--- src/rtl/adc_cmd_scheduler.sv ---
// rtl/adc_cmd_scheduler.sv - ADC register-write scheduler: init sequence, DES on/off and user writes over a 3-wire serial port
module adc_cmd_scheduler #(
    parameter int          CLK_DIV      = 4,
    parameter int          GAP_CYCLES   = 8,
    parameter logic [3:0]  DES_ADDR     = 4'h9,
    parameter logic [15:0] DES_ON_DATA  = 16'h8000,
    parameter logic [15:0] DES_OFF_DATA = 16'h0000
) (
    input  logic        clk,
    input  logic        rst,
    input  logic        init,
    input  logic        des_enable,
    input  logic        des_disable,
    input  logic        wr_req,
    input  logic [3:0]  wr_addr,
    input  logic [15:0] wr_data,
    output logic        wr_ack,
    output logic        busy,
    output logic        frame_done,
    output logic        des_active,
    output logic        sclk,
    output logic        sdata,
    output logic        select
);

    localparam int DW = $clog2(CLK_DIV + 1);
    localparam int GW = $clog2(GAP_CYCLES + 1);
    localparam logic [DW-1:0] DIV_LAST = DW'(CLK_DIV - 1);
    localparam logic [GW-1:0] GAP_LAST = GW'(GAP_CYCLES - 1);

    typedef enum logic [1:0] {IDLE, LOAD, SHIFT, GAP} state_t;
    typedef enum logic [2:0] {SRC_NONE, SRC_INIT, SRC_DIS, SRC_EN, SRC_WR} src_t;

    state_t        state, state_nx;
    src_t          sel_src, cur_src;
    logic          init_pend, dis_pend, en_pend;
    logic          init_rem;
    logic [1:0]    next_idx;
    logic [1:0]    sel_idx;
    logic [3:0]    sel_addr, cur_addr;
    logic [15:0]   sel_data;
    logic [31:0]   sel_frame, shreg;
    logic [DW-1:0] div_cnt;
    logic          phase;
    logic [4:0]    bit_cnt;
    logic [GW-1:0] gap_cnt;
    logic          des_state;
    logic          any_req, load_go, bit_end, shift_done, gap_done;

    function automatic logic [19:0] init_entry(input logic [1:0] idx);
        case (idx)
            2'd0:    return {4'h1, 16'hB2FF};
            2'd1:    return {4'h2, 16'h007F};
            default: return {4'h3, 16'h807F};
        endcase
    endfunction

    // An unfinished init sequence outranks everything except a fresh init pulse,
    // so nothing can be interleaved between its entries.
    always_comb begin
        sel_src  = SRC_NONE;
        sel_idx  = 2'd0;
        sel_addr = 4'h0;
        sel_data = 16'h0000;
        if (init_pend) begin
            sel_src = SRC_INIT;
            sel_idx = 2'd0;
        end else if (init_rem) begin
            sel_src = SRC_INIT;
            sel_idx = next_idx;
        end else if (dis_pend) begin
            sel_src = SRC_DIS;
        end else if (en_pend) begin
            sel_src = SRC_EN;
        end else if (wr_req) begin
            sel_src = SRC_WR;
        end
        case (sel_src)
            SRC_INIT: {sel_addr, sel_data} = init_entry(sel_idx);
            SRC_DIS:  begin sel_addr = DES_ADDR; sel_data = DES_OFF_DATA; end
            SRC_EN:   begin sel_addr = DES_ADDR; sel_data = DES_ON_DATA;  end
            SRC_WR:   begin sel_addr = wr_addr;  sel_data = wr_data;      end
            default:  begin sel_addr = 4'h0;     sel_data = 16'h0000;     end
        endcase
        sel_frame = {12'h001, sel_addr, sel_data};
    end

    assign any_req    = init_pend | init_rem | dis_pend | en_pend | wr_req
                      | init | des_enable | des_disable;
    assign load_go    = (state == LOAD) && (sel_src != SRC_NONE);
    assign bit_end    = (state == SHIFT) && (div_cnt == DIV_LAST);
    assign shift_done = bit_end && phase && (bit_cnt == 5'd31);
    assign gap_done   = (state == GAP) && (gap_cnt == GAP_LAST);

    always_comb begin
        state_nx = state;
        case (state)
            IDLE:    if (any_req) state_nx = LOAD;
            LOAD:    state_nx = load_go ? SHIFT : IDLE;
            SHIFT:   if (shift_done) state_nx = GAP;
            GAP:     if (gap_done) state_nx = any_req ? LOAD : IDLE;
            default: state_nx = IDLE;
        endcase
    end

    always_ff @(posedge clk) begin
        if (rst) state <= IDLE;
        else     state <= state_nx;
    end

    always_ff @(posedge clk) begin
        if (rst) begin
            init_pend <= 1'b0;
            dis_pend  <= 1'b0;
            en_pend   <= 1'b0;
            init_rem  <= 1'b0;
            next_idx  <= 2'd0;
            cur_src   <= SRC_NONE;
            cur_addr  <= 4'h0;
            shreg     <= 32'h0;
            div_cnt   <= '0;
            phase     <= 1'b0;
            bit_cnt   <= 5'd0;
            gap_cnt   <= '0;
            des_state <= 1'b0;
        end else begin
            if (init)                                  init_pend <= 1'b1;
            else if (load_go && sel_src == SRC_INIT)   init_pend <= 1'b0;

            // A disable wins a same-cycle collision and cancels any pending enable.
            if (des_disable)                           dis_pend <= 1'b1;
            else if (des_enable)                       dis_pend <= 1'b0;
            else if (load_go && sel_src == SRC_DIS)    dis_pend <= 1'b0;

            if (des_enable && !des_disable)            en_pend <= 1'b1;
            else if (des_disable)                      en_pend <= 1'b0;
            else if (load_go && sel_src == SRC_EN)     en_pend <= 1'b0;

            if (load_go) begin
                shreg    <= sel_frame;
                cur_src  <= sel_src;
                cur_addr <= sel_addr;
                init_rem <= (sel_src == SRC_INIT) && (sel_idx != 2'd2);
                if (sel_src == SRC_INIT) next_idx <= sel_idx + 2'd1;
                div_cnt  <= '0;
                phase    <= 1'b0;
                bit_cnt  <= 5'd0;
            end

            if (state == SHIFT) begin
                if (bit_end) begin
                    div_cnt <= '0;
                    if (!phase) begin
                        phase <= 1'b1;
                    end else begin
                        phase <= 1'b0;
                        if (!shift_done) begin
                            bit_cnt <= bit_cnt + 5'd1;
                            shreg   <= {shreg[30:0], 1'b0};
                        end
                    end
                end else begin
                    div_cnt <= div_cnt + DW'(1);
                end
            end

            if (shift_done)          gap_cnt <= '0;
            else if (state == GAP)   gap_cnt <= gap_cnt + GW'(1);

            if (gap_done && (cur_src == SRC_EN || cur_src == SRC_DIS) && cur_addr == DES_ADDR)
                des_state <= (cur_src == SRC_EN);
        end
    end

    // Outputs are forced to their idle levels for as long as rst is held.
    assign sclk       = !rst && (state == SHIFT) && phase;
    assign select     = rst || !(load_go || state == SHIFT);
    assign sdata      = !rst && (load_go ? sel_frame[31] : (state == SHIFT) ? shreg[31] : 1'b0);
    assign wr_ack     = !rst && load_go && (sel_src == SRC_WR);
    assign frame_done = !rst && gap_done;
    assign busy       = !rst && ((state != IDLE) || init_pend || dis_pend || en_pend || init_rem || wr_req);
    assign des_active = !rst && des_state;

endmodule

--- config.mk ---
export PLATFORM = sky130hd
export DESIGN_NAME = adc_cmd_scheduler
export DESIGN_NICKNAME = d
export VERILOG_FILES = /design/src/rtl/adc_cmd_scheduler.sv
export SDC_FILE = /design/constraint.sdc
export NUM_CORES = 1
export LEC_CHECK = 0
export CAP_MARGIN = 20
export CORE_MARGIN = 2
export CORE_UTILIZATION = 55
export CTS_CLUSTER_SIZE = 16
export DETAILED_ROUTE_END_ITERATION = 10
export PLACE_DENSITY = 0.79
export SYNTH_ARGS = -nofsm -noshare
export SYNTH_HDL_FRONTEND = slang
export SYNTH_SLANG_ARGS = --single-unit
--- constraint.sdc ---
create_clock -name clk -period 5.16 [get_ports clk]
set_clock_uncertainty 0.15 [all_clocks]
set_input_delay 1.032 -clock clk [delete_from_list [all_inputs] [get_ports clk]]
set_output_delay 1.032 -clock clk [all_outputs]
set_load 0.01 [all_outputs]
**Yosys cells after proc, flatten, opt, wreduce, memory -nomap -nowiden**

Cells that the tools add are included.
Widths: inputs -> output; s select.

- Add/subtract/negate cells: 4
- Equality and inequality tests: 18
- Muxes and demuxes: 43
- Bitwise gates (word level): 7
- Reduce and logical (&&, ||, !) cells: 43

Operators with widths:

| cell | count |
|---|---|
| $mux 32 | 5 |
| $pmux 16 s3 | 1 |
| $pmux 18 s2 | 1 |
| $mux 5 | 5 |
| $mux 3 | 8 |
| $logic_and 1x1->1 | 20 |
| $eq 3x2->1 const B | 5 |
| $mux 1 | 15 |
| $mux 2 | 6 |
| $pmux 4 s3 | 1 |
| $reduce_bool 3->1 | 3 |
| $logic_or 1x1->1 | 8 |
| $ne 2x2->1 const B | 4 |
| $pmux 2 s4 | 1 |
| $or 1x1->1 | 7 |
| $reduce_bool 2->1 | 3 |
| $add 5x1->5 const B | 1 |
| $eq 5x5->1 const B | 1 |
| $add 4x1->4 const B | 1 |
| $eq 2x1->1 const B | 2 |
| $eq 2x2->1 const B | 2 |
| $eq 4x3->1 const B | 1 |
| $eq 4x4->1 const B | 1 |
| $logic_not 2->1 | 2 |
| other kinds (8) | 11 |

- Bits in registers: 61
- Input port bits: 26
- Output and inout bits: 7
- Logic and storage cells: 129

**Longest topological paths before layout**

- Depth in word-level cells: 13
- Gate-level depth with buffers: 9
- Depth with buffers taken out: 8

**Worst setup path after synthesis**

OpenSTA, ideal clock, no wires.

- Path kind: in2out
- From: in rst
- To: out des_active
- Data arrival time: 1.669 ns
- Data required time: 3.978 ns
- Setup slack: 2.309 ns
- Stages on the path: 3
- Path buffers: 2
- Path through: clkbuf_1 > clkbuf_1 > nor2b_1

- Cells in the longest elaborated chain, start to end: 2

RTL lines:

| item | line | text |
|---|---|---|
| from (decl) | 10 | `input logic rst,` |
| $logic_not 1->1 | 182 | `assign des_active = !rst && des_state;` |
| $logic_and 1x1->1 | 182 |  |
| to (decl) | 20 | `output logic des_active,` |

No other way between the ends.

**Worst setup path after layout**

- From: in wr_req
- To: out wr_ack

- Cells in the longest elaborated chain, start to end: 9
- Elaborated cells on any way between the ends: 10
- Classes of those cells: 1 x eq/ne; 5 x mux; 4 x reduce/logical

RTL lines:

| item | line | text |
|---|---|---|
| from (decl) | 14 | `input logic wr_req,` |
| $mux 3 * | 75 | `end else if (wr_req) begin` |
| $mux 3 * | 73 | `end else if (en_pend) begin` |
| $mux 3 * | 71 | `end else if (dis_pend) begin` |
| $mux 3 * | 68 | `end else if (init_rem) begin` |
| $mux 3 * | 65 | `if (init_pend) begin` |
| $reduce_bool 3->1 | 90 | `assign load_go = (state == LOAD) && (sel_src != SRC_NONE);` |
| $logic_and 1x1->1 | 90 |  |
| $logic_and 1x1->1 | 179 | `assign wr_ack = !rst && load_go && (sel_src == SRC_WR);` |
| $logic_and 1x1->1 * | 179 |  |
| to (decl) | 17 | `output logic wr_ack,` |

Every way passes the cells marked *; elsewhere a longest branch is shown, timed or not.

==> flow_metrics.py <==
metrics = {
    "finish": {
        "num_antenna_cells": 0,
        "drive_above_1_share_pct": 7.44,
        "fin_cells": 403,
        "area_growth_pct": 18.6,
        "stdcell_area_mm2": 0.00326,
        "fill_cells": 417,
        "final_nets": 367,
    },
    "sta": {
        "final.setup.worst_slack_ns": 0.955,
        "setup_viol": 0,
        "worst_pin_slew_ns": 0.865,
        "slew_violations": 0,
        "fmax_ghz": 0.238,
        "fin_crit_sh_pct": 81.5,
        "slew-limit-headroom_pct": 42.0,
        "fin_crit_ns": 4.20,
        "rsz0062_at_grt": "no",
        "finalHoldViolations": 0,
        "finalSetupTns_ns": 0,
    },
    "synth": {
        "yosysWarnings": 0,
        "yosysSeqAreaShare_pct": 44.4,
        "ys_ff_latch": 61,
        "synth_area_mm2": 0.00275,
        "syn_avg_cell_area_um2": 8.94,
        "synth_edf_count": 0,
        "ys_types": 49,
        "synth_cells": 308,
        "syn_nets": 342,
        "synthArstFlopShare_pct": 0,
        "synth_top_flop_cell": "dfxtp_1",
    },
    "worst_setup_path": {
        "start_kind": "input port",
        "critPathCaptureType": "primary output",
        "cp_slowest_stage_delay_ns": 0.53,
        "criticalPathCategory": "in2out",
        "cp_data_required_time_ns": 3.98,
        "cpMostUsedCell": "clkdlybuf4s50_1",
        "cp_max_fo": 15,
        "crit_chain": "clkdlybuf4s50_1 -> buf_4 -> inv_1 -> nor3_4 -> and2_1 -> clkdlybuf4s50_1",
        "critPathSlowestCell": "clkdlybuf4s50_1",
        "crit_arrival_ns": 3.02,
    },
    "pwr": {
        "pwr-share-comb_pct": 13.0,
        "p_seq_share_pct": 47.4,
        "switching_share_pct": 25.4,
        "p_switching_uw": 278,
        "power.leakage_nw": 1.27,
        "ir_drop_uv": 211,
        "p_per_area_mw_per_mm2": 335,
        "pwr-share-clk_pct": 39.5,
        "power_mw": 1.09,
        "p_int_uw": 817,
    },
    "floorplanning": {
        "initial_core_util_pct": 57.5,
        "die_h_um": 74.7,
        "core-area_mm2": 0.00479,
        "fp.dieW_um": 74.7,
        "pin_count": 33,
        "rows": 25,
        "die_area_mm2": 0.00559,
    },
    "detailed_routing": {
        "drt_iter0_markers": 167,
        "wl_per_cell_um": 14.5,
        "wl_mm": 5.84,
        "postRouteAntennaNets": 0,
        "drtPass1Iterations": 5,
        "vias": 2343,
        "drc_errors": 0,
        "viasPerCell": 5.81,
    },
    "clock_tree": {
        "ctsResizeCount": 0,
        "clock_latency_ns": 0.33,
        "cts_setup_buffers": 0,
        "clk_pin_slew_ns": 0.06,
        "numClockSinks": 61,
        "root_buffer": "clkbuf_8",
        "htreeDepth": 3,
        "cts_buffer_depth": 2,
        "tritoncts": "done",
        "hold_buffers": 0,
        "numCtsBuffers": 9,
    },
    "place": {
        "dpl.hpwl_mm": 3.89,
        "dp_slack_ns": 0.953,
        "place_area_mm2": 0.00307,
        "io_buffer_count": 32,
        "place_congestion": 0.811,
        "dp_cells": 389,
    },
    "grt": {
        "grt_max_degree": 37,
        "grt_pass1_wl_mm": 9.59,
        "grtUsageTotal_pct": 22.9,
        "antenna_found_initial": 0,
        "overflow": 0,
        "grt_pass1_vias": 2100,
    },
    "flow_run": {
        "maxCapViolations": 0,
    },
    "outcome": {
        "status": "finished clean",
    },
    "worst_hold_path": {
        "min_path_type": "reg2reg",
    },
}
synth_stat cells, types with 2 or more instances:
library cell,number,area [µm²]
dfxtp_1,61,1220
nor2_1,44,165
a21oi_1,19,95.1
nor3_1,18,90.1
nand2_1,14,52.6
clkbuf_1,13,48.8
o21ai_0,13,65.1
a22o_1,12,105
a211oi_1,11,82.6
a221oi_1,9,78.8
ha_1,8,100
nand2b_1,7,43.8
a22oi_1,6,45.0
inv_1,6,22.5
nand3_1,6,30.0
nor2b_1,6,37.5
and3_1,4,25.0
buf_2,4,20.0
buf_6,4,45.0
and2_1,3,18.8
and3b_1,3,26.3
a211o_1,2,17.5
a31oi_1,2,12.5
mux2i_1,2,20.0
nand4_1,2,12.5
nor4_1,2,12.5
nor4bb_1,2,20.0
or3_1,2,12.5
xnor2_1,2,17.5
xor2_1,2,17.5
worst paths after layout:
check	start	to	slack, ns	depth (start not counted)
max reg2reg	bit_cnt[0]$_SDFF_PP0_	bit_cnt[0]$_SDFF_PP0_	2.72	8
min	shreg[22]$_SDFF_PP0_	shreg[22]$_SDFF_PP0_	0.32	1
min reg2reg	shreg[22]$_SDFF_PP0_	shreg[22]$_SDFF_PP0_	0.32	1
max	wr_req	wr_ack	0.96	6
cells by family after synthesis:
logic type,count (synthesis),synth area share (%)
AOI/OAI and AO/OA,83,21.4
buffers and inverters,28,5.23
muxes,3,1.14
DFF,61,44.4
and+or+nand+nor,121,23.0
adders and majority gates,8,3.64
xor gates and xnor gates,4,1.27
cell usage in the layout (no fill, tap or decap), types with 3 or more instances in the layout:
cell,instances
clkbuf_8,12
a22oi_1,6
and3b_1,3
a21oi_1,19
o21ai_0,13
and3_1,4
a22o_1,12
a211oi_1,11
and2_1,3
ha_1,8
clkdlybuf4s50_1,32
nand2_1,14
nor3_1,18
dfxtp_1,61
a221oi_1,9
inv_1,6
nand2b_1,7
nor2b_1,6
buf_4,4
nor2_1,44
nand3_1,6
power groups by stage:
stage	Sequential [mW]	Clock [mW]	Combinational (mW)
finish	0.519	0.433	0.143
global route	0.522	0.460	0.156
CTS	0.518	0.440	0.142
detailed placement	0.528	0	0.142
global placement	0.528	0	0.139
floorplan	0.518	0	0.113
worst max-delay path: cells and delay by family:
kind / cells / cell delay, ns
buffers and inverters: 4 / 1.29
and+or+nand+nor: 2 / 0.69
state kept, by name (all words and copies together), names as in the netlist, 2 cells and up, named ones only:
signal / flops
cur_src: 3
bit_cnt: 5
shreg: 32
gap_cnt: 4
cur_addr: 4
div_cnt: 3
next_idx: 2
cell type report:
class,instances,area (µm²),area share (%)
Sequential cell,61,1220,37.4
Timing Repair Buffer,36,350,10.7
Multi-Input combinational cell,219,1390,42.5
Clock inverter,1,30.0,0.920
Inverter,6,22.5,0.690
Clock buffer,13,169,5.17
Tap cell,67,83.8,2.57
stage by stage:
step	hold WS, ns	util, %
after global placement	0.301	64.1
after CTS	0.322	68.2
after floorplan	0.275	-
final	0.323	68.2
after detailed placement	0.303	64.1
after global routing	0.342	68.2
per-layer routing:
metal	GRT usage, %	vias to the layer above	wire length (µm)
li1	-	1171	-
met1	31.0	1107	2810
met2	34.6	54	2640
met3	5.76	11	289
met4	10.1	0	103
met5	0	-	0
(Power assumes the default switching activity.)
